===== config.mk =====
export PLATFORM = sky130hd
export DESIGN_NAME = csr_file_m
export DESIGN_NICKNAME = d
export VERILOG_FILES = /design/src/rtl/csr_pkg.sv /design/src/rtl/csr_file_m_counter.sv /design/src/rtl/csr_file_m.sv
export SDC_FILE = /design/constraint.sdc
export NUM_CORES = 1
export LEC_CHECK = 0
export BUFFER_PORTS_ARGS = -buffer_cell sky130_fd_sc_hd__clkbuf_2
export CAP_MARGIN = 5
export CELL_PAD_IN_SITES_DETAIL_PLACEMENT = 1
export CELL_PAD_IN_SITES_GLOBAL_PLACEMENT = 1
export CORE_ASPECT_RATIO = 0.9
export CORE_UTILIZATION = 40
export DETAILED_ROUTE_END_ITERATION = 7
export PLACE_DENSITY_LB_ADDON = 0.1
export SLEW_MARGIN = 10
export SYNTH_ARGS = -nofsm -noshare
export SYNTH_HDL_FRONTEND = slang
export SYNTH_SLANG_ARGS = --single-unit

===== constraint.sdc =====
create_clock -name clk -period 2.9 [get_ports clk]
set_input_delay 0.435 -clock clk [delete_from_list [all_inputs] [get_ports clk]]
set_output_delay 0.435 -clock clk [all_outputs]
set_load 0.01 [all_outputs]

===== src/rtl/csr_pkg.sv =====
// Shared definitions for the machine-mode CSR file: addresses, access
// encodings, interrupt cause codes and status/enable bit positions.
package csr_pkg;

    localparam logic [11:0] CSR_MSTATUS   = 12'h300;
    localparam logic [11:0] CSR_MISA      = 12'h301;
    localparam logic [11:0] CSR_MIE       = 12'h304;
    localparam logic [11:0] CSR_MTVEC     = 12'h305;
    localparam logic [11:0] CSR_MSCRATCH  = 12'h340;
    localparam logic [11:0] CSR_MEPC      = 12'h341;
    localparam logic [11:0] CSR_MCAUSE    = 12'h342;
    localparam logic [11:0] CSR_MTVAL     = 12'h343;
    localparam logic [11:0] CSR_MIP       = 12'h344;
    localparam logic [11:0] CSR_MCYCLE    = 12'hB00;
    localparam logic [11:0] CSR_MINSTRET  = 12'hB02;
    localparam logic [11:0] CSR_MCYCLEH   = 12'hB80;
    localparam logic [11:0] CSR_MINSTRETH = 12'hB82;
    localparam logic [11:0] CSR_MVENDORID = 12'hF11;
    localparam logic [11:0] CSR_MARCHID   = 12'hF12;
    localparam logic [11:0] CSR_MIMPID    = 12'hF13;
    localparam logic [11:0] CSR_MHARTID   = 12'hF14;

    typedef enum logic [1:0] {
        ACC_READ  = 2'b00,
        ACC_WRITE = 2'b01,
        ACC_SET   = 2'b10,
        ACC_CLEAR = 2'b11
    } access_e;

    localparam logic [3:0] IRQ_CODE_MSI = 4'd3;
    localparam logic [3:0] IRQ_CODE_MTI = 4'd7;
    localparam logic [3:0] IRQ_CODE_MEI = 4'd11;

    localparam int MSTATUS_MIE  = 3;
    localparam int MSTATUS_MPIE = 7;
    localparam int MIE_MSIE     = 3;
    localparam int MIE_MTIE     = 7;
    localparam int MIE_MEIE     = 11;

    localparam logic [1:0] MTVEC_DIRECT   = 2'b00;
    localparam logic [1:0] MTVEC_VECTORED = 2'b01;

    // Value a write-type access would store, given the current contents.
    function automatic logic [31:0] csr_next(
        input access_e     acc,
        input logic [31:0] cur,
        input logic [31:0] op
    );
        logic [31:0] r;
        r = cur;
        case (acc)
            ACC_WRITE: r = op;
            ACC_SET:   r = cur | op;
            ACC_CLEAR: r = cur & ~op;
            default:   r = cur;
        endcase
        return r;
    endfunction

endpackage


===== src/rtl/csr_file_m_counter.sv =====
// csr_counter: wrapping performance counter, WIDTH bits (32..64), exposed
// as a 64-bit value with bits >= WIDTH reading 0; each 32-bit half is
// writable and a write suppresses the increment that cycle.
// Ports: clk, reset, inc, wr_lo, wr_hi, wdata[31:0], value[63:0].
module csr_counter
    import csr_pkg::*;
#(
    parameter int WIDTH = 64
) (
    input  logic        clk,
    input  logic        reset,
    input  logic        inc,
    input  logic        wr_lo,
    input  logic        wr_hi,
    input  logic [31:0] wdata,
    output logic [63:0] value
);

    logic [WIDTH-1:0] count;
    logic [63:0]      nxt;

    assign value = 64'(count);

    // Truncation to WIDTH bits gives the wrap to 0 for free.
    always_comb begin
        nxt = value;
        if (wr_lo) begin
            nxt[31:0] = wdata;
        end else if (wr_hi) begin
            nxt[63:32] = wdata;
        end else if (inc) begin
            nxt = value + 64'd1;
        end
    end

    always_ff @(posedge clk) begin
        if (reset) begin
            count <= '0;
        end else begin
            count <= nxt[WIDTH-1:0];
        end
    end

endmodule


===== src/rtl/csr_file_m.sv =====
// csr_file_m: machine-mode CSR file with trap entry/return, prioritised
// interrupts, illegal-access detection and mcycle/minstret counters.
// Ports: clk, reset, number/access_type/in -> out/illegal (CSR access);
// external/timer/software_interrupt, exception(+cause,tval), exit_trap,
// retire, current_pc -> next_pc, trap.
// Optional: CSR_VECTORED_EN enables writable mtvec.MODE and vectored
// interrupt dispatch.
module csr_file_m
    import csr_pkg::*;
#(
    parameter logic [31:0] HART_ID       = 32'd0,
    parameter int          COUNTER_WIDTH = 64,
    parameter logic [31:0] MISA_EXT      = 32'h00000100
) (
    input  logic        clk,
    input  logic        reset,
    input  logic [11:0] number,
    input  logic [1:0]  access_type,
    input  logic [31:0] in,
    output logic [31:0] out,
    output logic        illegal,
    input  logic        external_interrupt,
    input  logic        timer_interrupt,
    input  logic        software_interrupt,
    input  logic        exception,
    input  logic [3:0]  exception_cause,
    input  logic [31:0] exception_tval,
    input  logic        exit_trap,
    input  logic        retire,
    input  logic [31:0] current_pc,
    output logic [31:0] next_pc,
    output logic        trap
);

    logic        st_mie;
    logic        st_mpie;
    logic        en_meie;
    logic        en_mtie;
    logic        en_msie;
    logic [29:0] mtvec_base;
    logic [1:0]  mtvec_mode;
    logic [31:0] mepc;
    logic [31:0] mcause;
    logic [31:0] mtval;
    logic [31:0] mscratch;
    logic [63:0] mcycle;
    logic [63:0] minstret;

    logic [31:0] rdata;
    logic        impl;
    logic [31:0] wdata;
    logic        wr_en;
    logic        pend_e;
    logic        pend_s;
    logic        pend_t;
    logic [3:0]  irq_code;
    logic [31:0] trap_target;
    access_e     acc;

    assign acc = access_e'(access_type);

    always_comb begin
        rdata = 32'd0;
        impl  = 1'b1;
        case (number)
            CSR_MSTATUS:   rdata = {19'd0, 2'b11, 3'd0, st_mpie,
                                    3'd0, st_mie, 3'd0};
            CSR_MISA:      rdata = {2'b01, 30'd0} | MISA_EXT;
            CSR_MIE:       rdata = {20'd0, en_meie, 3'd0, en_mtie,
                                    3'd0, en_msie, 3'd0};
            CSR_MTVEC:     rdata = {mtvec_base, mtvec_mode};
            CSR_MSCRATCH:  rdata = mscratch;
            CSR_MEPC:      rdata = mepc;
            CSR_MCAUSE:    rdata = mcause;
            CSR_MTVAL:     rdata = mtval;
            CSR_MIP:       rdata = {20'd0, external_interrupt, 3'd0,
                                    timer_interrupt, 3'd0,
                                    software_interrupt, 3'd0};
            CSR_MCYCLE:    rdata = mcycle[31:0];
            CSR_MCYCLEH:   rdata = mcycle[63:32];
            CSR_MINSTRET:  rdata = minstret[31:0];
            CSR_MINSTRETH: rdata = minstret[63:32];
            CSR_MVENDORID: rdata = 32'd0;
            CSR_MARCHID:   rdata = 32'd0;
            CSR_MIMPID:    rdata = 32'd0;
            CSR_MHARTID:   rdata = HART_ID;
            default:       impl  = 1'b0;
        endcase
    end

    assign illegal = !impl
                  || (number[11:10] == 2'b11 && acc != ACC_READ);
    assign out     = illegal ? 32'd0 : rdata;
    assign wdata   = csr_next(acc, rdata, in);

    assign pend_e = external_interrupt & en_meie & st_mie;
    assign pend_s = software_interrupt & en_msie & st_mie;
    assign pend_t = timer_interrupt    & en_mtie & st_mie;
    assign trap   = exception | pend_e | pend_s | pend_t;

    always_comb begin
        if (pend_e) begin
            irq_code = IRQ_CODE_MEI;
        end else if (pend_s) begin
            irq_code = IRQ_CODE_MSI;
        end else begin
            irq_code = IRQ_CODE_MTI;
        end
    end

    // Trap entry and mret both take the cycle; the CSR write loses.
    assign wr_en = acc != ACC_READ && !illegal && !trap && !exit_trap;

    always_ff @(posedge clk) begin
        if (reset) begin
            st_mie     <= 1'b0;
            st_mpie    <= 1'b0;
            en_meie    <= 1'b0;
            en_mtie    <= 1'b0;
            en_msie    <= 1'b0;
            mtvec_base <= '0;
            mepc       <= '0;
            mcause     <= '0;
            mtval      <= '0;
            mscratch   <= '0;
        end else if (trap) begin
            mepc    <= current_pc & ~32'h3;
            mcause  <= exception ? {28'd0, exception_cause}
                                 : {1'b1, 27'd0, irq_code};
            mtval   <= exception ? exception_tval : 32'd0;
            st_mpie <= st_mie;
            st_mie  <= 1'b0;
        end else if (exit_trap) begin
            st_mie  <= st_mpie;
            st_mpie <= 1'b1;
        end else if (wr_en) begin
            case (number)
                CSR_MSTATUS: begin
                    st_mie  <= wdata[MSTATUS_MIE];
                    st_mpie <= wdata[MSTATUS_MPIE];
                end
                CSR_MIE: begin
                    en_meie <= wdata[MIE_MEIE];
                    en_mtie <= wdata[MIE_MTIE];
                    en_msie <= wdata[MIE_MSIE];
                end
                CSR_MTVEC:    mtvec_base <= wdata[31:2];
                CSR_MSCRATCH: mscratch   <= wdata;
                CSR_MEPC:     mepc       <= wdata & ~32'h3;
                CSR_MCAUSE:   mcause     <= wdata;
                CSR_MTVAL:    mtval      <= wdata;
                default: ;
            endcase
        end
    end

`ifdef CSR_VECTORED_EN
    // Reserved modes 10/11 are not stored; the previous mode stays.
    always_ff @(posedge clk) begin
        if (reset) begin
            mtvec_mode <= MTVEC_DIRECT;
        end else if (wr_en && number == CSR_MTVEC && !wdata[1]) begin
            mtvec_mode <= wdata[1:0];
        end
    end

    always_comb begin
        trap_target = {mtvec_base, 2'b00};
        if (mtvec_mode == MTVEC_VECTORED && !exception) begin
            trap_target = {mtvec_base, 2'b00}
                        + {26'd0, irq_code, 2'b00};
        end
    end
`else
    assign mtvec_mode  = MTVEC_DIRECT;
    assign trap_target = {mtvec_base, 2'b00};
`endif

    always_comb begin
        next_pc = 32'd0;
        if (reset) begin
            next_pc = 32'd0;
        end else if (trap) begin
            next_pc = trap_target;
        end else if (exit_trap) begin
            next_pc = mepc;
        end
    end

    csr_counter #(
        .WIDTH(COUNTER_WIDTH)
    ) u_mcycle (
        .clk   (clk),
        .reset (reset),
        .inc   (1'b1),
        .wr_lo (wr_en && number == CSR_MCYCLE),
        .wr_hi (wr_en && number == CSR_MCYCLEH),
        .wdata (wdata),
        .value (mcycle)
    );

    csr_counter #(
        .WIDTH(COUNTER_WIDTH)
    ) u_minstret (
        .clk   (clk),
        .reset (reset),
        .inc   (retire && !trap),
        .wr_lo (wr_en && number == CSR_MINSTRET),
        .wr_hi (wr_en && number == CSR_MINSTRETH),
        .wdata (wdata),
        .value (minstret)
    );

endmodule


* Word-level counts from Yosys, hierarchy flattened *
Cells that the tools add are included.

storage, ports and cells
  bits in registers = 289
  latch bits = 0
  RAM bits = 0
  bits in read-only memories = 0
  output and inout port bits = 66
  word-level logic and storage cells = 129
  memories = 0

operators by class
  add/subtract/negate cells = 2
  multiply operators = 0
  divide/modulo/power cells = 0
  order comparisons = 0
  eq/ne operators = 24
  shift operators = 0
  multiplexer cells = 37
  bitwise operators = 15
  reductions and logical operators = 37

operators with widths
  operator                                                           number
  32-bit two-way mux                                                 24
  32-bit case mux with 13 select lines                               1
  64-bit by 1-bit adder with 64-bit output, second input constant    2
  12-bit by 10-bit == test with 1-bit output, second input constant  9
  12-bit == test, second input constant                              8
  32-bit case mux with 3 select lines                                1
  64-bit two-way mux                                                 1
  32-bit AND                                                         1
  32-bit NOT                                                         1
  32-bit bitwise OR                                                  1
  2-bit nonzero test                                                 9
  17-bit OR reduction                                                1
  4-bit AND reduction                                                3
  1-bit logical AND                                                  9
  3-bit AND reduction                                                3
  1-bit two-way mux                                                  8
  2-bit AND reduction                                                4
  1-bit AND                                                          6
  2-bit == test, second input constant                               3
  2-bit by 1-bit != test with 1-bit output, second input constant    3
  3-bit nonzero test                                                 2
  1-bit logical NOT                                                  4
  4-bit two-way mux                                                  1
  3-bit two-way mux                                                  1
  other kinds (5)                                                    9

* Logic depth before layout (Yosys ltp) *
  depth after elaboration = 12
  depth in mapped cells = 13

* Cells and area by module *
A second synthesis with hierarchy kept.

unflattened totals
  cells, all modules = 2,592
  area total of the unflattened synthesis = 19,602.6 um^2

modules (own cells, without submodules)
  module                    times used  cells each  area an instance (um^2)
  csr_file_m                1           1,434       10,971.8
  csr_counter (u_minstret)  1           577         4,342.9
  csr_counter (u_mcycle)    1           581         4,287.9

* Least setup slack after synthesis *
Ideal clock, no wire load.

  kind = input-to-reg
  start point = input number[0]
  end point = register mscratch[22]
  data arrival time = 2.656 ns
  data required time = 2.772 ns
  path slack = 0.116 ns
  stages = 13
  path through = buf_2 -> or4b_1 -> buf_2 -> nor3_2 -> buf_2 -> nor4_1 -> nand3_1 -> and3_1 -> clkbuf_1 -> buf_4 -> buf_6 -> mux2i_1 -> nor2_1

between the ends
  longest elaborated chain between the ends = 10
  elaborated cells on any way between the ends = 30
  classes of those cells = eq/ne: 17; mux: 3; bitwise: 2; reduce/logical: 8

RTL lines
  what                                          line               RTL
  from (decl)                                   csr_file_m.sv:17   input logic [11:0] number,
  12-bit == test, or another cell as far along  csr_file_m.sv:65   case (number)
  17-bit OR reduction (no line)                 --
  1-bit two-way mux                             csr_file_m.sv:65
  1-bit logical NOT                             csr_file_m.sv:91   assign illegal = !impl
  1-bit logical OR                              csr_file_m.sv:92   || (number[11:10] == 2'b11 && acc != ACC_READ);
  1-bit logical NOT                             csr_file_m.sv:112  assign wr_en = acc != ACC_READ && !illegal && !trap && !exit_trap;
  1-bit logical AND (3 in series)               csr_file_m.sv:112
  4-bit AND reduction (no line)                 --
  to (signal assigned)                          csr_file_m.sv:148  CSR_MSCRATCH: mscratch <= wdata;
  to (decl)                                     csr_file_m.sv:45   logic [31:0] mscratch;

Several ways; a longest one is shown, not always the timed one.
A chain may end at the register's enable or synchronous reset.

* Worst setup path in the final report *
  start point = input number[6]
  end point = output out[15]

between the ends
  longest elaborated chain between the ends = 6
  elaborated cells on any way between the ends = 23
  classes of those cells = eq/ne: 17; mux: 3; reduce/logical: 3

RTL lines
  what                                                                          line              RTL
  12-bit == test or 12-bit by 10-bit == test with 1-bit output (tied branches)  csr_file_m.sv:65
  17-bit OR reduction (no line)                                                 --
  1-bit two-way mux                                                             csr_file_m.sv:65
  1-bit logical NOT                                                             csr_file_m.sv:91
  1-bit logical OR                                                              csr_file_m.sv:92
  32-bit two-way mux *                                                          csr_file_m.sv:93  assign out = illegal ? 32'd0 : rdata;
  to (decl)                                                                     csr_file_m.sv:20  output logic [31:0] out,

Every way passes the cells marked *; elsewhere a longest branch is shown, timed or not.

==> results_dict.tcl <==
set metrics [dict create \
    wl_um 106300 \
    critPathRequiredTime_ns 2.47 \
    synth.avg_cell_area_um2 7.677 \
    yosysTopAreaCell "dfxtp_1" \
    critPathArrivalTime_ns 2.47 \
    drtAntennaViolNets 0 \
    hp-start "current_pc[19]" \
    die_h_um 203.2 \
    dpl.hpwl_um 81390 \
    cts_buffers 36 \
    via_count 22869 \
    worst-setup-path-type "input pin to output pin" \
    yosys.area_share.xor_xnor_pct 4.234 \
    synth_top_family_by_area "compound AO/OA/AOI/OAI gates" \
    synthAdderAreaFrac_pct 0.1391 \
    path_buf_inv 5 \
    cts_max_level 2 \
    die_w_um 225.6 \
    synth_warnings 0 \
    relSlewSlack_pct 34.51 \
    cp-start-kind "input pin" \
    r2r_slack_ns 0.14 \
    grt_pass1_wl_um 151400 \
    cts_tree "built" \
    cts_sinks 289 \
    setup_ws_ns -0.005671 \
    grt_usage_pct 45.36 \
    slew_violations 0 \
    crit_path_top_delay_cell "or4b_1" \
    drive_above_1_share_pct 28.90 \
    r2r-end "u_minstret.value[44]" \
    start_util_pct 40.62 \
    worstPathMaxFanout 6 \
    rows 73 \
    slowest_delay_ns 0.56 \
    drt_iter0_drc 2797 \
    cp_top_family "buffers and inverters" \
    max_freq_mhz 344.2 \
    p_leak_uw 0.009430 \
    grt_pass1_vias 22195 \
    post_synth_instance_area_um2 18000 \
    yosysUniqueCellTypes 93 \
    cap_violations 0 \
    synth_edf_count 0 \
    synth.area.top_cells "dfxtp_1 32%, nor2_1 5.0%, nand2_1 4.9%, a21oi_1 4.8%, mux2i_1 4.0%" \
    timing.rr.start "u_minstret.value[28]" \
    synth.most_common_cell "dfxtp_1" \
    clk-insertion-delay-late_ns 0.58 \
    skew_ns 0.03464 \
    yosys_register_bits 289 \
    violations "setup timing" \
    synth_mux_area_share_pct 5.256 \
    cts_hold_buf 0 \
    routed_via_density 6.644 \
    ios 188 \
    synth_simple_gate_area_share_pct 26.03 \
    grt_max_degree 103 \
    async_reset_ff_share_pct 0 \
    drc 0 \
    ir_drop_v 0.0004100 \
    hold_depth 3 \
    dpl.cell_count 3366 \
    post-route-period-util_pct 100.2 \
    gp_congestion 1.038 \
    hold_violations 0 \
    setup_viol 1 \
    cp-end-kind "output pin" \
    nNetsFinal 2939 \
    path_cells "clkbuf_2 > buf_4 > or4b_1 > buf_4 > nor3_4 > buf_6 > a22o_1 > a211o_1 > clkbuf_2" \
    syn_inst 2344 \
    synthToLayoutAreaGrowth_pct 36.29 \
    synth_flop_cell "dfxtp_1" \
    drt_pass1_iterations 7 \
    portBuffers 183 \
    outcome "finished, violations left" \
    synth.top_cell.area_share_pct 32.15 \
    post-route-min-period_ns 2.906 \
    powerDensity_nw_per_um2 418.9 \
    rsz0062_at_grt "yes" \
    routedWlPerCell_um 30.89 \
    min_path_type "input pin to flip-flop" \
    grt.overflow.total 0 \
    clk_path_buf_depth 3 \
    clockRootBuffer "clkbuf_16" \
    core_area_um2 44300 \
    clkTransAtPathRegs_ns 0.06 \
    tightest_slew_ns 0.9815 \
    synthTopCellsByCount "289 x dfxtp_1, 241 x nor2_1, 234 x nand2_1, 172 x a21oi_1, 151 x clkbuf_1" \
    antenna_found_initial 6 \
    whs_ns 0.1070 \
    synth-seq-area-share_pct 32.15 \
    hold_end "mepc[19]" \
    dieArea_um2 45840 \
    synth_compound_gate_area_share_pct 26.69 \
    r2r_cells 9 \
    final_cells 3442 \
]
## per-layer routing
layer / vias up / global-route usage (%) / share of wire, %
met3: 409 / 9.494 / 9.9
met5: - / 0 / 0.059
met2: 1333 / 69.79 / 44
met4: 8 / 31.71 / 8.0
met1: 11370 / 56.64 / 39
li1: 9749 / - / -
## sequential cells by signal (all words and copies together) (netlist names)
signal / count
st_mie: 1
u_mcycle.value: 64
u_minstret.value: 64
mscratch: 32
mepc: 30
mtval: 32
en_mtie: 1
en_meie: 1
st_mpie: 1
mcause: 32
en_msie: 1
mtvec_base: 30
## per-stage QoR
stage               setup slack (ns)  cell area (µm²)  utilization (%)    TNS, ns  power (µW)
finish                     -0.005671            24530            55.37  -0.005671       10270
global route                -0.06340            24520            55.36    -0.1082       10450
CTS                        0.0001115            24180            54.59          0       10200
detailed placement           -0.4105            22810            51.50     -44.24        5599
global placement             -0.4530            22810            51.50     -34.21        5568
floorplan                     0.1160            18000                -          0        4728
## layout make-up
| type | count | area, µm² |
|---|---|---|
| Sequential cell | 289 | 5787 |
| Clock inverter | 12 | 98.84 |
| Fill cell | 5395 | 19770 |
| Inverter | 32 | 122.6 |
| Timing Repair Buffer | 641 | 5086 |
| Tap cell | 600 | 750.7 |
| Antenna cell | 1 | 2.502 |
| Multi-Input combinational cell | 1815 | 11600 |
| Clock buffer | 52 | 1082 |
## worst max-delay path by stage
stage,cells past startpoint,from,end
floorplan,13,number[0],mscratch[22]
global placement,11,number[0],u_minstret.value[48]
detailed placement,12,number[7],u_minstret.value[48]
CTS,11,number[2],out[6]
global route,12,number[3],illegal
finish,9,number[6],out[15]
## cell usage in the layout (no fill, tap or decap), drive strengths merged, types with 14 or more instances in the layout
master / n
a211o: 14
a211oi: 78
a21oi: 173
a221oi: 34
a22o: 18
a22oi: 62
a31oi: 42
and2: 20
and3: 36
and4: 15
buf: 458
clkbuf: 234
dfxtp: 289
inv: 32
mux2i: 72
nand2: 234
nand3: 115
nand4: 49
nor2: 241
nor3: 89
nor4: 43
o211ai: 15
o21ai: 93
o22ai: 35
or3: 26
xnor2: 51
xor2: 36
## where the power goes
group / internal, µW / switching, µW
Clock: 2690 / 1970
Sequential: 4040 / 77.3
Combinational: 577 / 929
## worst register-to-register path: stages, from the launching register on
cell      delay (ns)
dfxtp_1         0.40
and4_1          0.28
nand4_1         0.21
buf_4           0.23
or4_4           0.62
nor4_1          0.33
buf_4           0.18
xor2_1          0.14
nor2_1          0.05
a211oi_1        0.21
## logic make-up after synthesis
| kind of cell | after synthesis |
|---|---|
| buffers and inverters | 241 |
| adders and majority gates | 2 |
| xor gates and xnor gates | 87 |
| and+or+nand+nor | 942 |
| other | 1 |
| AOI/OAI and AO/OA | 694 |
| muxes | 88 |
| DFF | 289 |
## what timing repair did
action | 4_1_cts | 5_1_grt
pin swaps | 3 | 7
setup buffers | 2 | 7
resized for setup | 28 | 48
gates cloned | 1 | 2
endpoints found under the setup margin | 25 | 27
Note: power is estimated with default switching activity, not from simulation.
